`src/rtl/mfc_pkg.sv`:
```
// mfc_pkg: shared definitions for the match filter sequencer.
//   - state_e   : sequencer states, encoding visible on state_dbg
//   - CSTATE_W  : width of the filter config address (cstate)
//   - *_DEF     : default sizing for match_filter_ctrl
//   - CFG_*     : bit fields inside a 32-bit config word
package mfc_pkg;

  typedef enum logic [2:0] {
    ST_IDLE   = 3'd0,
    ST_DRAIN  = 3'd1,
    ST_LOAD   = 3'd2,
    ST_WARMUP = 3'd3,
    ST_RUN    = 3'd4
  } state_e;

  localparam int CSTATE_W           = 3;
  localparam int NUM_WORDS_DEF      = 8;
  localparam int DRAIN_CYC_DEF      = 24;
  localparam int WARMUP_SAMPLES_DEF = 128;
  localparam int CNT_W_DEF          = 16;

  // Upper half: threshold / real coefficient; lower half: imaginary
  // coefficient / offset.
  localparam int CFG_HI_MSB = 31;
  localparam int CFG_HI_LSB = 16;
  localparam int CFG_LO_MSB = 15;
  localparam int CFG_LO_LSB = 0;

endpackage

```
`src/rtl/mfc_sat_counter.sv`:
```
// mfc_sat_counter: statistics counter that sticks at all-ones.
// Ports:
//   clk_i   - system clock
//   clr_i   - synchronous clear (wins over inc_i)
//   inc_i   - add one this cycle unless already saturated
//   count_o - current count
module mfc_sat_counter #(
  parameter int W = 16
) (
  input  logic         clk_i,
  input  logic         clr_i,
  input  logic         inc_i,
  output logic [W-1:0] count_o
);

  logic [W-1:0] count_q;

  // Count up on each increment request but never wrap, so a long
  // unattended run still shows "at least this many" rather than garbage.
  always_ff @(posedge clk_i) begin
    if (clr_i) begin
      count_q <= '0;
    end else if (inc_i && (count_q != '1)) begin
      count_q <= count_q + 1'b1;
    end
  end

  assign count_o = count_q;

endmodule

```
`src/rtl/match_filter_ctrl.sv`:
```
// match_filter_ctrl: sequencer in front of the correlating match filter.
// Owns the filter config write port and its sample strobe so coefficient
// loads never overlap a computation window, masks stale matches while the
// filter refills after a load, and turns valid/match into an acknowledged,
// held-off event with saturating statistics.
//
// Optional build macro: MATCH_FILTER_CTRL_TIMESTAMP_EN adds a 32-bit
// forwarded-strobe counter captured into event_ts; without it event_ts is 0.
//
// Ports:
//   clk, reset (sync, active-low)
//   load_start                      - request a config reload
//   cfg_valid/cfg_ready/cfg_data    - config word handshake (LOAD only)
//   rxstrobe_in -> filt_rxstrobe    - gated sample strobe
//   filt_cwrite/cstate/cdata        - filter config write port
//   filt_valid, filt_match          - filter result
//   holdoff_len                     - cycles of match blanking after an event
//   event_valid/event_ack/event_ts  - match event to the consumer
//   match_cnt/drop_cnt/ovf_cnt      - saturating statistics
//   state_dbg                       - current state encoding
module match_filter_ctrl
  import mfc_pkg::*;
#(
  parameter int NUM_WORDS      = NUM_WORDS_DEF,
  parameter int DRAIN_CYC      = DRAIN_CYC_DEF,
  parameter int WARMUP_SAMPLES = WARMUP_SAMPLES_DEF,
  parameter int CNT_W          = CNT_W_DEF
) (
  input  logic                clk,
  input  logic                reset,
  input  logic                load_start,
  input  logic                cfg_valid,
  output logic                cfg_ready,
  input  logic [31:0]         cfg_data,
  input  logic                rxstrobe_in,
  output logic                filt_rxstrobe,
  output logic                filt_cwrite,
  output logic [CSTATE_W-1:0] filt_cstate,
  output logic [31:0]         filt_cdata,
  input  logic                filt_valid,
  input  logic                filt_match,
  input  logic [15:0]         holdoff_len,
  output logic                event_valid,
  input  logic                event_ack,
  output logic [31:0]         event_ts,
  output logic [CNT_W-1:0]    match_cnt,
  output logic [CNT_W-1:0]    drop_cnt,
  output logic [CNT_W-1:0]    ovf_cnt,
  output logic [2:0]          state_dbg
);

  localparam int WCNT_W = $clog2(NUM_WORDS + 1);
  localparam int BUSY_W = $clog2(DRAIN_CYC + 1);
  localparam int WARM_W = $clog2(WARMUP_SAMPLES + 1);

  state_e                state_q, state_d;
  logic [BUSY_W-1:0]     busy_q, busy_d;
  logic [WCNT_W-1:0]     word_cnt_q, word_cnt_d;
  logic [WARM_W-1:0]     warm_cnt_q, warm_cnt_d;
  logic [15:0]           holdoff_q, holdoff_d;
  logic                  event_q, event_d;
  logic                  cwrite_q, cwrite_d;
  logic [CSTATE_W-1:0]   cstate_q, cstate_d;
  logic [31:0]           cdata_q, cdata_d;

  logic fwd_en, strobe_fwd, strobe_drop;
  logic cfg_ready_c, cfg_accept;
  logic match_hit, event_accept, event_ovf;

  // Strobes reach the filter only when no config write can be in flight.
  // cfg_ready drops once the last word is taken so the final cwrite cycle
  // still happens while LOAD is blocking the strobe.
  always_comb begin
    fwd_en       = (state_q == ST_IDLE) || (state_q == ST_WARMUP) || (state_q == ST_RUN);
    strobe_fwd   = rxstrobe_in && fwd_en;
    strobe_drop  = rxstrobe_in && !fwd_en;
    cfg_ready_c  = (state_q == ST_LOAD) && (word_cnt_q != WCNT_W'(NUM_WORDS));
    cfg_accept   = cfg_valid && cfg_ready_c;
    match_hit    = (state_q == ST_RUN) && filt_valid && filt_match && (holdoff_q == '0);
    event_accept = match_hit && (!event_q || event_ack);
    event_ovf    = match_hit && event_q && !event_ack;
  end

  // Sequencer next state. The word index restarts on every DRAIN entry and
  // the warm-up count restarts on every WARMUP entry; a reload request
  // takes priority over finishing the warm-up.
  always_comb begin
    state_d    = state_q;
    word_cnt_d = word_cnt_q;
    warm_cnt_d = warm_cnt_q;
    case (state_q)
      ST_IDLE, ST_RUN: begin
        if (load_start) begin
          state_d    = ST_DRAIN;
          word_cnt_d = '0;
        end
      end
      ST_WARMUP: begin
        if (load_start) begin
          state_d    = ST_DRAIN;
          word_cnt_d = '0;
        end else if (strobe_fwd) begin
          if (warm_cnt_q == WARM_W'(WARMUP_SAMPLES - 1)) begin
            state_d = ST_RUN;
          end
          warm_cnt_d = warm_cnt_q + 1'b1;
        end
      end
      ST_DRAIN: begin
        if (busy_q == '0) begin
          state_d = ST_LOAD;
        end
      end
      ST_LOAD: begin
        if (cfg_accept) begin
          word_cnt_d = word_cnt_q + 1'b1;
        end
        if (word_cnt_q == WCNT_W'(NUM_WORDS)) begin
          state_d    = ST_WARMUP;
          warm_cnt_d = '0;
        end
      end
      default: begin
        state_d = ST_IDLE;
      end
    endcase
  end

  // Datapath next values: busy window refreshed by each forwarded strobe,
  // config write registered one cycle after acceptance, holdoff reloaded
  // by every qualifying match (accepted or overflowed), and a new event
  // beating a same-cycle acknowledge.
  always_comb begin
    busy_d    = busy_q;
    holdoff_d = holdoff_q;
    event_d   = event_q;
    cwrite_d  = cfg_accept;
    cstate_d  = cstate_q;
    cdata_d   = cdata_q;
    if (strobe_fwd) begin
      busy_d = BUSY_W'(DRAIN_CYC);
    end else if (busy_q != '0) begin
      busy_d = busy_q - 1'b1;
    end
    if (cfg_accept) begin
      cstate_d = CSTATE_W'(word_cnt_q);
      cdata_d  = {cfg_data[CFG_HI_MSB:CFG_HI_LSB], cfg_data[CFG_LO_MSB:CFG_LO_LSB]};
    end
    if (match_hit) begin
      holdoff_d = holdoff_len;
    end else if (holdoff_q != '0) begin
      holdoff_d = holdoff_q - 16'd1;
    end
    if (event_accept) begin
      event_d = 1'b1;
    end else if (event_ack) begin
      event_d = 1'b0;
    end
  end

  // State and datapath registers.
  always_ff @(posedge clk) begin
    if (!reset) begin
      state_q    <= ST_IDLE;
      busy_q     <= '0;
      word_cnt_q <= '0;
      warm_cnt_q <= '0;
      holdoff_q  <= '0;
      event_q    <= 1'b0;
      cwrite_q   <= 1'b0;
      cstate_q   <= '0;
      cdata_q    <= '0;
    end else begin
      state_q    <= state_d;
      busy_q     <= busy_d;
      word_cnt_q <= word_cnt_d;
      warm_cnt_q <= warm_cnt_d;
      holdoff_q  <= holdoff_d;
      event_q    <= event_d;
      cwrite_q   <= cwrite_d;
      cstate_q   <= cstate_d;
      cdata_q    <= cdata_d;
    end
  end

`ifdef MATCH_FILTER_CTRL_TIMESTAMP_EN
  logic [31:0] ts_q;
  logic [31:0] event_ts_q;

  // Free-running count of forwarded strobes, snapshotted when an event is
  // raised and held until the next one.
  always_ff @(posedge clk) begin
    if (!reset) begin
      ts_q       <= '0;
      event_ts_q <= '0;
    end else begin
      if (strobe_fwd) begin
        ts_q <= ts_q + 32'd1;
      end
      if (event_accept) begin
        event_ts_q <= ts_q;
      end
    end
  end

  assign event_ts = event_ts_q;
`else
  assign event_ts = '0;
`endif

  // Statistics survive reloads; only reset clears them.
  mfc_sat_counter #(.W(CNT_W)) u_match_cnt (
    .clk_i(clk), .clr_i(!reset), .inc_i(event_accept), .count_o(match_cnt)
  );
  mfc_sat_counter #(.W(CNT_W)) u_drop_cnt (
    .clk_i(clk), .clr_i(!reset), .inc_i(strobe_drop), .count_o(drop_cnt)
  );
  mfc_sat_counter #(.W(CNT_W)) u_ovf_cnt (
    .clk_i(clk), .clr_i(!reset), .inc_i(event_ovf), .count_o(ovf_cnt)
  );

  assign cfg_ready     = cfg_ready_c;
  assign filt_rxstrobe = strobe_fwd;
  assign filt_cwrite   = cwrite_q;
  assign filt_cstate   = cstate_q;
  assign filt_cdata    = cdata_q;
  assign event_valid   = event_q;
  assign state_dbg     = state_q;

endmodule

```
`config.mk`:
```
export PLATFORM = sky130hd
export DESIGN_NAME = match_filter_ctrl
export DESIGN_NICKNAME = d
export VERILOG_FILES = /design/src/rtl/mfc_pkg.sv /design/src/rtl/mfc_sat_counter.sv /design/src/rtl/match_filter_ctrl.sv
export SDC_FILE = /design/constraint.sdc
export NUM_CORES = 1
export LEC_CHECK = 0
export CORE_MARGIN = 1.5
export CORE_UTILIZATION = 40
export DETAILED_ROUTE_END_ITERATION = 12
export HOLD_SLACK_MARGIN = 0.1
export PLACE_DENSITY = 0.73
export SETUP_SLACK_MARGIN = 0.02
export SKIP_LAST_GASP = 1
export SLEW_MARGIN = 20
export SYNTH_ARGS = -nofsm -noshare
export SYNTH_HDL_FRONTEND = slang
export SYNTH_SLANG_ARGS = --single-unit
```
`constraint.sdc`:
```
create_clock -name clk -period 2.05 [get_ports clk]
set_input_delay 0.41 -clock clk [delete_from_list [all_inputs] [get_ports clk]]
set_output_delay 0.41 -clock clk [all_outputs]
set_load 0.02 [all_outputs]
```
Word-level counts from Yosys, hierarchy flattened
Cells that the tools add are included.
{"block": "totals", "register_bits": 121, "input_bits": 56, "out_inout_bits": 122, "word_cells": 95}
{"block": "op_classes", "add_sub_neg": 7, "eq_ne": 19, "n_mux": 20, "n_bitwise": 1, "n_reduce_logical": 35}
{"operator": "$add A16 B1 Y16 const B", "n": 3}
{"operator": "$ne A16 B16 Y1 const B", "n": 3}
{"operator": "$mux W16", "n": 2}
{"operator": "$mux W8", "n": 3}
{"operator": "$mux W3", "n": 6}
{"operator": "$logic_not A16 Y1", "n": 1}
{"operator": "$pmux W8 S2", "n": 1}
{"operator": "$reduce_bool A16 Y1", "n": 1}
{"operator": "$sub A16 B1 Y16 const B", "n": 1}
{"operator": "$logic_and A1 B1 Y1", "n": 13}
{"operator": "$pmux W3 S4", "n": 1}
{"operator": "$mux W5", "n": 2}
{"operator": "$ne A2 B2 Y1 const B", "n": 5}
{"operator": "$reduce_bool A2 Y1", "n": 5}
{"operator": "$add A8 B1 Y8 const B", "n": 1}
{"operator": "$eq A8 B7 Y1 const B", "n": 1}
{"operator": "$mux W4", "n": 2}
{"operator": "$pmux W4 S2", "n": 1}
{"operator": "$eq A3 B2 Y1 const B", "n": 2}
{"operator": "$logic_not A5 Y1", "n": 1}
{"operator": "$reduce_and A5 Y1", "n": 1}
{"operator": "$reduce_bool A5 Y1", "n": 1}
{"operator": "$sub A5 B1 Y5 const B", "n": 1}
{"operator": "$add A4 B1 Y4 const B", "n": 1}
{"operator": "other kinds (16)", "n": 23}

Depth between registers and ports, before layout
{"block": "depth", "ltp_word": 7, "depth_mapped": 9, "mapped_depth_nobuf": 7}

Modules after synthesis
From an unflattened synthesis, not the netlist that was laid out.
{"block": "unflattened", "hier_cells": 723, "area_unflattened_um2": 5975.7}
{"module": "match_filter_ctrl", "instances": 1, "cells_each": 426, "area_each_um2": 3430.8, "seq_area_each_um2": 1461.4}
{"module": "mfc_sat_counter", "instances": 3, "cells_each": 99, "area_each_um2": 848.3, "seq_area_each_um2": 320.3}

Least setup slack after synthesis
Ideal clock, no wire load.
{"block": "synth_timing", "path_kind": "reg-to-reg", "from": "register state_q[0] (netlist: state_dbg[0])", "to": "register cdata_q[22] (netlist: filt_cdata[22])", "setup_ns": 0.070, "arrival_ns": 2.256, "required_ns": 1.980, "path_slack_ns": -0.277, "stages_incl_launch_ff": 9, "path_buffers": 3, "synth_period_minus_slack_ns": 2.327, "cell_sequence": "dfxtp_1 clkbuf_1 or3b_2 nor2_1 and2_1 buf_2 clkbuf_1 nand2_1 a21oi_1"}
{"block": "synth_between", "elab_chain_cells": 3}
{"item": "start, declared", "line_no": "match_filter_ctrl.sv:56", "text": "state_e state_q, state_d;"}
{"item": "start signal, assigned", "line_no": "match_filter_ctrl.sv:174", "text": "state_q <= state_d;"}
{"item": "$eq A3 B2 Y1", "line_no": "match_filter_ctrl.sv:77", "text": "cfg_ready_c = (state_q == ST_LOAD) && (word_cnt_q != WCNT_W'(NUM_WORDS));"}
{"item": "$logic_and A1 B1 Y1", "line_no": "match_filter_ctrl.sv:77"}
{"item": "via cfg_ready", "line_no": "match_filter_ctrl.sv:33", "text": "output logic cfg_ready,"}
{"item": "$logic_and A1 B1 Y1", "line_no": "match_filter_ctrl.sv:78", "text": "cfg_accept = cfg_valid && cfg_ready_c;"}
{"item": "end signal, assigned", "line_no": "match_filter_ctrl.sv:182", "text": "cdata_q <= cdata_d;"}
{"item": "end, declared", "line_no": "match_filter_ctrl.sv:64", "text": "logic [31:0] cdata_q, cdata_d;"}
The timed path passes the listed nets, and every way through them passes these cells.
A chain may end at the register's enable or synchronous reset.

Worst setup path after layout
{"block": "layout_timing", "from": "register holdoff_q[6]", "to": "register u_ovf_cnt.count_q[6] (netlist: u_ovf_cnt.count_o[6])"}
{"block": "layout_between", "elab_chain_cells": 5}
{"item": "start, declared", "line_no": "match_filter_ctrl.sv:60", "text": "logic [15:0] holdoff_q, holdoff_d;"}
{"item": "start signal, assigned", "line_no": "match_filter_ctrl.sv:178", "text": "holdoff_q <= holdoff_d;"}
{"item": "$logic_not A16 Y1", "line_no": "match_filter_ctrl.sv:79", "text": "match_hit = (state_q == ST_RUN) && filt_valid && filt_match && (holdoff_q == '0);"}
{"item": "$logic_and A1 B1 Y1", "line_no": "match_filter_ctrl.sv:79"}
{"item": "$logic_and A1 B1 Y1 (2 in a row)", "line_no": "match_filter_ctrl.sv:81", "text": "event_ovf = match_hit && event_q && !event_ack;"}
{"item": "$logic_and A1 B1 Y1", "line_no": "mfc_sat_counter.sv:23", "text": "end else if (inc_i && (count_q != '1)) begin"}
{"item": "end signal, assigned", "line_no": "mfc_sat_counter.sv:24", "text": "count_q <= count_q + 1'b1;"}
{"item": "end, declared", "line_no": "mfc_sat_counter.sv:16", "text": "logic [W-1:0] count_q;"}
No other way between the ends.

==> impl_results.md <==
- Status: finished, violations left
- Failing checks: setup timing
- Cells after Synth: a little over 700
- Top post-synthesis cells by count: dfxtp_1 (121), nand2_1 (118), a21oi_1 (71)
- Final setup viols: 27
- Vias per cell: 5.20
- RSZ-0062 raised after global routing: true
- Core area: 14,500 um2
- Largest net degree at the start of global routing: 43
- Post-synth top area cell: dfxtp_1
- First-pass GRT wire length: approximately 27,000 um
- CTS tree: built
- GP Congestion: 0.819
- Critical Path Sink Type: flop
- Routed WL: 16,700 um
- Die Y: 125 um
- Peak supply drop: between 0.0006 and 0.0007 V
- Post-synthesis sequential area ratio: about two fifths
- Library cells used by synthesis: 60
- Synth top area share: roughly two fifths
- # rows: 44
- Setup TNS: -2.09 ns
- Clock sink count: 121
- Critical Path RT: between 2 and 2.5 ns
- Synth Area in Simple Gates: 29.4%
- Clock transition at path regs: about 0.060 ns
- CP Launch Type: flop
- Crit path time final: approximately 2.2 ns
- IO Port Bufs: 145
- PwrDens: about 990 nW/um2
- Achievable clock frequency: 451 MHz
- Max-cap viol count: 0
- Vias in the first global route: 5,559
- Synth async-reset ratio: 0%
- #FFs+latches synth: 121
- Clock skew: ~0.0060 ns
- Antenna viol nets, final: 0
- DRT Pass-1 Iters: 4
- CP Class: flop to flop
- Final count of hold timing violations: 0
- Largest family of logic cells by synthesized area: simple AND/OR/NAND/NOR gates
- Fin nets: 1,014
- Count leader, synth: dfxtp_1
- Grt ovf: 0
- Diode count: 0
- Post-Syn Area: 5950 um2
- Critical Path Start: holdoff_q[6]$_SDFFE_PN0P_
- Initial Util: between 40% and 50%
- Slew HR: 47.4%
- CTS max path bufs: 2
- Hold crit path type: flop to flop
- Area grow syn2layout: 52.1%
- Initial antenna violation count: 0
- Routed WL per cell: 14.6 um
- Global Route Usage Sum: 20.9%
- Via count: 5,959
- Drc violations: 0
- Hold_sp: filt_cdata[9]$_SDFFE_PN0P_
- Syn avg cell area: 8.19 um2
- Synth Area in XOR/XNOR: 4.12%
- CTS buffer count: 17
- Synth Area in Compound Gates: 14.6%
- Worst-margin pin slew: 0.782 ns
- Largest cells by area after synthesis: dfxtp_1 (41%), nand2_1 (7.4%), a21oi_1 (6.0%)
- Crit path max fanout: 6
- DRT iter0 DRCs: 304
- Post-route setup slack: -0.165 ns
- Layout cells sized above 1: 19.0%
- Leakage: 3.34 nW
- Final worst path period share: 108%
- Adder-cell share of the synthesized area: 1.89%
- Worst-Skew Late Latency: 0.42 ns
- Clock Root Buffer: clkbuf_16
- Number of enable flip-flop cells after synthesis: 0
- Die area: 15,600 um2
- Critical path arrival: 2.58 ns
- Max-slew violations: 0
- I/O pin total: 178
- Share of the core filled with cells: about 62%
- Placed wire-length estimate after detailed placement: 11,200 um
- Synth Warn #: 0
- H-tree Lvls: 4
- R2R Path Start: holdoff_q[6]$_SDFFE_PN0P_
- Die width: 125 um
- Ys flop type: dfxtp_1
- Post-synthesis mux area share: approximately 1.7%
==> through the flow <==
| step | std cells | area (um2) | power [mW] | setup WS [ns] | hold WS (ns) |
|---|---|---|---|---|---|
| 5_1_grt | 1146 | 9050 | 9.43 | -0.232 | 0.471 |
| 2_1_floorplan | 757 | 6100 | 4.45 | -0.0867 | 0.452 |
| 3_3_place_gp | 1102 | 8040 | 5.37 | -0.356 | 0.441 |
| 4_1_cts | 1145 | 8910 | 8.90 | -0.152 | 0.456 |
| 3_5_place_dp | 1102 | 8040 | 5.39 | -0.384 | 0.447 |
| 6_report | 1146 | 9050 | 8.97 | -0.165 | 0.452 |
==> critical path: stages, from the launching register on <==
cell and delay [ns]:
dfxtp_2 0.32, or4_4 0.59, nor3_4 0.31, buf_6 0.15, o2111ai_4 0.13, or4_4 0.53
a21oi_2 0.12
==> state kept, by name (all words and copies together) (netlist names) <==
name,count
state_dbg,3
event_valid,1
busy_q,5
warm_cnt_q,8
u_drop_cnt.count_o,16
u_ovf_cnt.count_o,16
u_match_cnt.count_o,16
filt_cwrite,1
filt_cdata,32
holdoff_q,16
word_cnt_q,4
filt_cstate,3
==> layout by cell type, fill, tap and decap left out, drive strengths merged, types with 20 or more instances in the layout <==
master         count
a21oi             71
buf               92
clkdlybuf4s50    141
conb              32
dfxtp            121
inv               23
nand2            118
nand3             25
nand4             23
nor2              43
o21ai             25
xnor2             20
==> path summary, 6_finish.rpt <==
kind / endpoint / slack (ns) / cells past startpoint
worst max-delay path: u_ovf_cnt.count_o[6]$_SDFFE_PN0P_ / -0.17 / 6
worst min-delay path: filt_cdata[9]$_SDFFE_PN0P_ / 0.45 / 2
worst max register to register: u_ovf_cnt.count_o[6]$_SDFFE_PN0P_ / -0.17 / 6
worst min register to register: filt_cdata[9]$_SDFFE_PN0P_ / 0.45 / 2
==> power by group <==
part	switching [mW]	total, mW	internal, mW
Clock	1.18	3.11	1.93
Sequential	0.144	2.73	2.58
Combinational	1.62	3.13	1.52
==> kinds of logic after synthesis <==
group / after synthesis
buffers and inverters: 82
adders and majority gates: 9
DFF: 121
and+or+nand+nor: 331
muxes: 10
xor gates and xnor gates: 28
AOI/OAI and AO/OA: 144
other: 1
==> area by class of cell <==
cell class	count	area, um2
clock buffer	17	425
clock inverter	15	190
fill	1249	5490
inverter	19	71.3
multi-input combinational	555	3460
sequential	121	2430
tap	184	230
timing repair buffer	235	2240
==> per-layer routing <==
| metal | wire (um) | GRT usage (%) |
|---|---|---|
| met3 | 603 | 4.24 |
| met1 | 7240 | 25.9 |
| met5 | 0 | 0 |
| met4 | 449 | 9.63 |
| met2 | 8420 | 35.0 |
==> what timing repair did <==
item                                    4_1_cts  5_1_grt
hold buffers                                  0        0
endpoints found under the hold margin         0        0
gates cloned                                  3        0
setup buffers                                 8        3
gates resized for setup                      43       39
endpoints found under the setup margin       48       57
pin swaps                                    27       21
No activity file was read; power rests on OpenSTA's default activity.
